==> config.mk <==
export PLATFORM = sky130hd
export DESIGN_NAME = multicycle_alu
export DESIGN_NICKNAME = d
export VERILOG_FILES = /design/src/rtl/multicycle_alu.sv
export SDC_FILE = /design/constraint.sdc
export NUM_CORES = 1
export LEC_CHECK = 0
export ABC_AREA = 1
export BUFFER_PORTS_ARGS = -buffer_cell sky130_fd_sc_hd__buf_2
export CORE_UTILIZATION = 30
export CTS_CLUSTER_DIAMETER = 30
export CTS_CLUSTER_SIZE = 28
export DETAILED_ROUTE_END_ITERATION = 7
export GPL_ROUTABILITY_DRIVEN = 0
export MAX_ROUTING_LAYER = met4
export REMOVE_ABC_BUFFERS = 1
export SLEW_MARGIN = 20
export SYNTH_ARGS = -nofsm -noshare
export SYNTH_HDL_FRONTEND = slang
export SYNTH_SLANG_ARGS = --single-unit
==> constraint.sdc <==
create_clock -name clk -period 2.7 [get_ports clk]
set_input_delay 0.135 -clock clk [delete_from_list [all_inputs] [get_ports clk]]
set_output_delay 0.135 -clock clk [all_outputs]
set_load 0.02 [all_outputs]
==> src/rtl/multicycle_alu.sv <==
`default_nettype none
// +----------------------------------------------------------------------------+
// | multicycle_alu: registered ALU with carry chaining and a 1-bit/clk shifter |
// | Revision: 1.0                                                              |
// +----------------------------------------------------------------------------+
module multicycle_alu #(
  parameter int N = 8,
  parameter int M = 3
) (
  input  logic         clk,
  input  logic         rst,
  input  logic         start,
  input  logic [N-1:0] a,
  input  logic [N-1:0] b,
  input  logic         cin,
  input  logic         use_c,
  input  logic [2:0]   ctrl,
  output logic [N-1:0] f,
  output logic         cout,
  output logic         v,
  output logic         z,
  output logic         busy,
  output logic         done
);

  localparam logic [2:0] C_OP_ADD   = 3'b000;
  localparam logic [2:0] C_OP_SHIFT = 3'b100;

  typedef enum logic [0:0] {
    IDLE  = 1'b0,
    SHIFT = 1'b1
  } state_t;

  state_t         state_q, state_d;
  logic [N-1:0]   sh_q, sh_d;
  logic [M-1:0]   cnt_q, cnt_d;
  logic           dir_q, dir_d;
  logic [N-1:0]   f_q, f_d;
  logic           cout_q, cout_d;
  logic           v_q, v_d;
  logic           z_q, z_d;
  logic           done_q, done_d;

  logic [M-1:0]   k;
  logic [N-1:0]   b_eff;
  logic           carry_in;
  logic [N:0]     sum;
  logic           carry_msb_in;
  logic [N-1:0]   res_f;
  logic           res_c;
  logic           res_v;
  logic [N-1:0]   sh_next;
  logic           sh_out;

  assign k = b[M-1:0];

  // The adder carry-in comes from the stored flag for ADC/SBC chaining.
  always_comb begin
    b_eff        = cin ? ~b : b;
    carry_in     = use_c ? cout_q : cin;
    sum          = {1'b0, a} + {1'b0, b_eff} + (N+1)'(carry_in);
    carry_msb_in = a[N-1] ^ b_eff[N-1] ^ sum[N-1];
  end

  always_comb begin
    res_f = '0;
    res_c = 1'b0;
    res_v = 1'b0;
    case (ctrl)
      C_OP_ADD: begin
        res_f = sum[N-1:0];
        res_c = sum[N];
        res_v = carry_msb_in ^ sum[N];
      end
      3'b001, 3'b101: res_f = cin ? (a | ~b) : (a | b);
      3'b010, 3'b110: res_f = cin ? (a & ~b) : (a & b);
      3'b011:         res_f = cin ? ~b : ~a;
      C_OP_SHIFT:     res_f = a;
      default:        res_f = cin ? b : a;
    endcase
  end

  always_comb begin
    if (dir_q) begin
      sh_next = {1'b0, sh_q[N-1:1]};
      sh_out  = sh_q[0];
    end else begin
      sh_next = {sh_q[N-2:0], 1'b0};
      sh_out  = sh_q[N-1];
    end
  end

  always_comb begin
    state_d = state_q;
    sh_d    = sh_q;
    cnt_d   = cnt_q;
    dir_d   = dir_q;
    f_d     = f_q;
    cout_d  = cout_q;
    v_d     = v_q;
    z_d     = z_q;
    done_d  = 1'b0;
    case (state_q)
      IDLE: begin
        if (start) begin
          if (ctrl == C_OP_SHIFT && k != '0) begin
            sh_d    = a;
            cnt_d   = k;
            dir_d   = cin;
            state_d = SHIFT;
          end else begin
            f_d    = res_f;
            cout_d = res_c;
            v_d    = res_v;
            z_d    = (res_f == '0);
            done_d = 1'b1;
          end
        end
      end
      SHIFT: begin
        sh_d  = sh_next;
        cnt_d = cnt_q - M'(1);
        if (cnt_q == M'(1)) begin
          f_d     = sh_next;
          cout_d  = sh_out;
          v_d     = 1'b0;
          z_d     = (sh_next == '0);
          done_d  = 1'b1;
          state_d = IDLE;
        end
      end
      default: state_d = IDLE;
    endcase
  end

  always_ff @(posedge clk) begin
    if (rst) begin
      state_q <= IDLE;
      sh_q    <= '0;
      cnt_q   <= '0;
      dir_q   <= 1'b0;
      f_q     <= '0;
      cout_q  <= 1'b0;
      v_q     <= 1'b0;
      z_q     <= 1'b0;
      done_q  <= 1'b0;
    end else begin
      state_q <= state_d;
      sh_q    <= sh_d;
      cnt_q   <= cnt_d;
      dir_q   <= dir_d;
      f_q     <= f_d;
      cout_q  <= cout_d;
      v_q     <= v_d;
      z_q     <= z_d;
      done_q  <= done_d;
    end
  end

  assign f    = f_q;
  assign cout = cout_q;
  assign v    = v_q;
  assign z    = z_q;
  assign busy = (state_q == SHIFT);
  assign done = done_q;

endmodule
`default_nettype wire

==> impl_metrics.tcl, run 1 <==
set metrics [dict create \
    status "finished clean" \
    min_to "sh_q[6]$_SDFFE_PP0P_" \
    rrSetupSlack_ns 0.33 \
    period_needed_ns 2.37 \
    place_inst 515 \
    avgSynthCellArea_um2 6.16 \
    cts-root-buf "clkbuf_8" \
    fin_crit_sh_pct 87.6 \
    cp_max_fo 3 \
    hold_depth 3 \
    finalSetupViolCount 0 \
    share_comb_of_total_power_pct 37.4 \
    vias 2606 \
    cts_buffer_depth 2 \
    layout.nets 462 \
    netlist_area_um2 2380 \
    dpl_cell_area_um2 2640 \
    avgViaCountPerCell 5.02 \
    layout_commonest_cell "nand2_1" \
    final_area_um2 2680 \
    fin_skew_ns 0.00562 \
    maxSlewHeadroom_pct 66.7 \
    synth_flop_cell "dfxtp_1" \
    p_sw_mw 0.386 \
    rsz0062_at_grt "false" \
    wl_per_cell_um 13.5 \
    synth_edf_count 0 \
    arrival_ns 2.52 \
    synthCells 386 \
    swShare_pct 38.0 \
    power.internal_mw 0.630 \
    cts.hold.buffers_added 0 \
    synth_seq_cells 25 \
    clk_pin_slew_worst_paths_ns 0.09 \
    cts_made_buffers 3 \
    async_reset_ff_share_pct 0 \
    port_buffers 36 \
    drv_cap 0 \
    reg2reg_to "v$_SDFFE_PP0P_" \
    htreeDepth 1 \
    start_util_pct 30.9 \
    rows 32 \
    die_area_um2 8280 \
    grt_pass1_wl_um 11700 \
    post_cts_buffers 0 \
    diodes 0 \
    cts_resized 0 \
    ys_warn_count 0 \
    die-width_um 91.0 \
    utilization_pct 34.9 \
    cts_tree "built" \
    core_area_um2 7690 \
    area_growth_pct 12.8 \
    synth_seq_area_share_pct 21.1 \
    synth_cell_types 34 \
    rr_worst_depth 14 \
    worst_hold_path_type "in2reg" \
    peakVddDrop_mv 0.192 \
    seqPwrFrac_pct 40.2 \
    boundaryPins 37 \
    antenna_found_initial 0 \
    p_per_area_nw_per_um2 379 \
    grt.overflow.total 0 \
    critPathLaunch "cout$_SDFFE_PP0P_" \
    grt_pass1_vias 2406 \
    slew_violations 0 \
    clock_latency_ns 0.27 \
    ant_nets 0 \
    drc 0 \
    p_leak_nw 1.37 \
    max_freq_mhz 423 \
    final_cells 519 \
    startpoint_type "register" \
    dp_hpwl_um 5410 \
    rr_startpoint "cout$_SDFFE_PP0P_" \
    grt_util_all_layers_pct 17.9 \
    cts.sinks 25 \
    die_y_um 91.0 \
    cp-end-kind "register" \
    pwr-share-clk_pct 22.4 \
    wl_um 6990 \
    min_from "a[6]" \
    worst_pin_slew_ns 0.499 \
    dr.pass1.iters 5 \
    final_hold_viol_count 0 \
    grt_max_degree 19 \
    final_cell_mix "nand2_1 (91), nor2_1 (53), inv_1 (48)" \
    crit_type "reg2reg" \
    drtIter0Drc 166 \
    drive_gt1_share_pct 14.6 \
    cp.required_ns 2.85 \
    finalSetupTns_ns 0 \
]
[registers in the layout (all words and copies together) (netlist names)]
signal,flops
f,8
sh_q,8
cnt_q,3
busy,1
cout,1
dir_q,1
done,1
v,1
z,1
[cells by family after synthesis]
| logic type | count (synthesis) | share of synthesized area (%) |
|---|---|---|
| and+or+nand+nor | 195 | 36.7 |
| AOI/OAI and AO/OA | 77 | 18.0 |
| buffers and inverters | 64 | 11.0 |
| DFF | 25 | 21.1 |
| adders and majority gates | 20 | 11.2 |
| muxes | 4 | 1.69 |
| xor gates and xnor gates | 1 | 0.369 |
[synthesized netlist by cell type, drive strengths merged, types with 2 or more instances]
library cell  instances  share of area, %
a21oi                33               7.1
a31oi                 5               1.3
buf                   8               2.2
clkbuf                3              0.47
dfxtp                25                21
fa                    2               1.7
ha                   18               9.5
inv                  53               8.4
mux2i                 4               1.7
nand2                94                15
nand3                30               7.2
nand3b                5               1.6
nor2                 58                11
o211ai                4               1.3
o21ai                28               6.4
o22ai                 5               1.3
or2                   6               1.6
[worst max-delay path: stages (launching register included)]
cell and delay (ns):
dfxtp_1 0.35, nand2_1 0.08, o21ai_0 0.10, fa_1 0.44, fa_1 0.40, nand2_1 0.09
nand2_1 0.09, nand3_1 0.10, nand2_1 0.05, nand2_1 0.09, nand2_1 0.07, a21oi_1 0.17
nand3_1 0.09, nand3b_1 0.09, a21oi_1 0.06
[power by group through the flow]
stage / registers [mW] / clock network (mW) / logic [mW]
after floorplan: 0.431 / 0 / 0.237
after global placement: 0.416 / 0 / 0.373
after detailed placement: 0.416 / 0 / 0.377
after CTS: 0.408 / 0.234 / 0.379
after global routing: 0.411 / 0.250 / 0.433
final: 0.408 / 0.228 / 0.380
[routing by layer]
layer / up-vias / share of wire, % / global-route usage (%)
met5: - / 0 / -
met4: 0 / 2.5 / 4.76
met3: 14 / 6.6 / 3.10
met2: 101 / 44 / 28.7
met1: 1176 / 47 / 23.2
li1: 1315 / - / -
[through the flow]
stage	total power, mW	setup slack (ns)	hold WS (ns)
floorplan	0.668	0.491	0.204
global placement	0.789	0.376	0.446
detailed placement	0.793	0.297	0.452
CTS	1.02	0.333	0.160
global route	1.09	0.0538	0.174
finish	1.02	0.334	0.163
[area by class of cell]
cell class              instances  area (um^2)
clock buffers                   4         45.0
fillers                       861         5010
inverters                      53          199
multi-input cells             297         1610
flip-flops and latches         25          500
well taps                     102          128
repair buffers                 38          195
[worst max path at each step]
stage | end | cells after the start
after global routing | z$_SDFFE_PP0P_ | 16
after global placement | v$_SDFFE_PP0P_ | 16
after CTS | v$_SDFFE_PP0P_ | 14
after floorplan | v$_SDFFE_PP0P_ | 14
after detailed placement | v$_SDFFE_PP0P_ | 16
final | v$_SDFFE_PP0P_ | 14
No activity file was read; power rests on OpenSTA's default activity.
==> inputs of run 2 (changes only) <==
Settings changed: ABC_AREA 1 to not set.
==> run 2 against run 1 <==
Final cell count down 13%. Sequential share of layout area is 1.2 points lower. Clock power is essentially flat. Highest routed layer unchanged. Critical endpoint is now z$_SDFFE_PP0P_. Critical path depth fell by 5. Clock skew increased by 0.0046 ns.
==> impl_metrics.tcl, run 2 <==
set metrics [dict create \
    cts_tree "built" \
    fin_crit_sh_pct 94.6 \
    grt_pass1_wl_um 11300 \
    rsz0062_at_grt "false" \
    crit_type "reg2reg" \
    post_cts_buffers 0 \
    slew_violations 0 \
    drive_gt1_share_pct 22.5 \
    netlist.area_leader.share_pct 20.2 \
    synth_edf_count 0 \
    finalSetupTns_ns 0 \
    wl_per_cell_um 15.2 \
    cts.sinks 25 \
    synth_area_leaders "dfxtp_1 (20%), ha_1 (9.1%), mux2i_1 (6.1%), a211oi_1 (3.9%), inv_1 (3.9%)" \
    synth_cell_types 67 \
    p_per_area_nw_per_um2 382 \
    grt_util_all_layers_pct 16.7 \
    ant_nets 0 \
    cts_buffer_depth 2 \
    peakVddDrop_mv 0.172 \
    boundaryPins 37 \
    clk_pin_slew_worst_paths_ns 0.10 \
    drv_cap 0 \
    startpoint_type "register" \
    synthCells 315 \
    port_buffers 36 \
    clock_latency_ns 0.28 \
    diodes 0 \
    grt_pass1_vias 2298 \
    synth_seq_cells 25 \
    max_freq_mhz 391 \
    wl_um 6880 \
    p_leak_nw 1.23 \
    synthTopCellsByCount "inv_1 (26), dfxtp_1 (25), nor2_1 (25)" \
    netlist_area_um2 2470 \
    dp_hpwl_um 5330 \
    async_reset_ff_share_pct 0 \
    synth_seq_area_share_pct 20.2 \
    die-width_um 92.8 \
    final_hold_viol_count 0 \
    layout_commonest_cell "buf_2" \
    period_needed_ns 2.55 \
    fin_ws_ns 0.146 \
    fin_skew_ns 0.0102 \
    area_growth_pct 16.1 \
    cts_made_buffers 3 \
    worst_pin_slew_ns 0.650 \
    synth_flop_cell "dfxtp_1" \
    finalSetupViolCount 0 \
    status "finished clean" \
    avgViaCountPerCell 5.34 \
    core_area_um2 7850 \
    utilization_pct 36.6 \
    yosysMostFrequentCell "inv_1" \
    cp_max_fo 3 \
    final_cell_mix "buf_2 (36), inv_1 (26), nor2_1 (25), dfxtp_1 (25), nand2_1 (21)" \
    drc 0 \
    cp-end-kind "register" \
    maxSlewHeadroom_pct 56.5 \
    antenna_found_initial 0 \
    rows 32 \
    vias 2420 \
    die_area_um2 8620 \
    cts-root-buf "clkbuf_8" \
    drtIter0Drc 128 \
    cp.required_ns 2.90 \
    grt.overflow.total 0 \
    cts.hold.buffers_added 0 \
    synth_top_area_cell "dfxtp_1" \
    worst_hold_path_type "in2reg" \
    avgSynthCellArea_um2 7.86 \
    htreeDepth 1 \
    arrival_ns 2.75 \
    grt_max_degree 28 \
    dr.pass1.iters 4 \
    ys_warn_count 0 \
    start_util_pct 31.5 \
    layout.nets 396 \
    dp_slack_ns 0.0264 \
    die_y_um 92.8 \
]
==> run 2: cell count changes after synthesis, moves of 8 or more <==
cell,change
a211oi_1,+13
a21oi_1,-14
nand3_1,-24
nor3_1,+9
nand2_1,-70
inv_1,-22
nand2b_1,+8
o21ai_1,-10
mux2i_1,+11
nor2_1,-28
xor2_1,+8
==> run 2: final timing paths <==
kind | startpoint | endpoint | slack, ns | cells after the start
worst max-delay path | cout$_SDFFE_PP0P_ | z$_SDFFE_PP0P_ | 0.15 | 9
worst min-delay path | a[0] | sh_q[0]$_SDFFE_PP0P_ | 0.23 | 3
worst max register to register | cout$_SDFFE_PP0P_ | z$_SDFFE_PP0P_ | 0.15 | 9
worst min register to register | f[1]$_SDFFE_PP0P_ | f[1]$_SDFFE_PP0P_ | 0.46 | 2
==> run 2: final cells by class <==
class,count,area (um^2)
fill,880,4970
inverter,27,101
multi-input combinational,244,1800
timing repair buffer,51,293
sequential,25,500
tap,102,128
clock inverter,1,5.00
clock buffer,3,41.3
==> run 2: through the flow <==
step                area [um^2]  power (mW)  std cells  hold slack, ns
floorplan                  2380       0.697        296           0.197
global placement           2800       0.858        449           0.446
detailed placement         2800       0.861        449           0.451
CTS                        2850        1.09        453           0.225
global route               2870        1.17        453           0.249
finish                     2870        1.10        453           0.228
==> run 2: where the power goes <==
part | leakage [nW] | internal (mW) | switching (mW) | total (mW)
registers | 0.204 | 0.391 | 0.0167 | 0.408
clock network | 0.0255 | 0.104 | 0.127 | 0.230
logic | 0.999 | 0.201 | 0.259 | 0.460
total | 1.23 | 0.696 | 0.402 | 1.10
==> run 2: per-layer routing <==
metal  vias up  global-route usage, %  share of wire, %
met4         0                   2.69               1.1
li1       1217                      -                 -
met3         6                   2.63               4.3
met2        57                   27.1                47
met5         -                      -                 0
met1      1140                   22.1                48
==> run 2: timing repair <==
item | CTS | global route
endpoints found under the setup margin | 1 | 5
resized for setup | 1 | 5
pin swaps | 0 | 1
==> run 2: cell families (layout without fill, tap and decap cells) <==
| kind of cell | after synthesis | in the layout | share of synthesized area [%] |
|---|---|---|---|
| flip-flops | 25 | 25 | 20.2 |
| adder cells (fa/ha/maj) | 20 | 20 | 10.7 |
| AND/OR/NAND/NOR | 99 | 99 | 21.2 |
| AO/OA/AOI/OAI | 91 | 91 | 26.3 |
| buffers and inverters | 46 | 82 | 8.04 |
| multiplexers | 22 | 22 | 9.25 |
| XOR/XNOR | 12 | 12 | 4.25 |
==> run 2: critical path, cell delays in order, from the launching register on <==
cell and delay (ns):
dfxtp_1 0.33, mux2_2 0.27, fa_2 0.35, fa_2 0.38, a211oi_4 0.28, nor3b_2 0.09, nand4b_1 0.12, o211ai_2 0.11
or3_1 0.36, o31ai_1 0.18
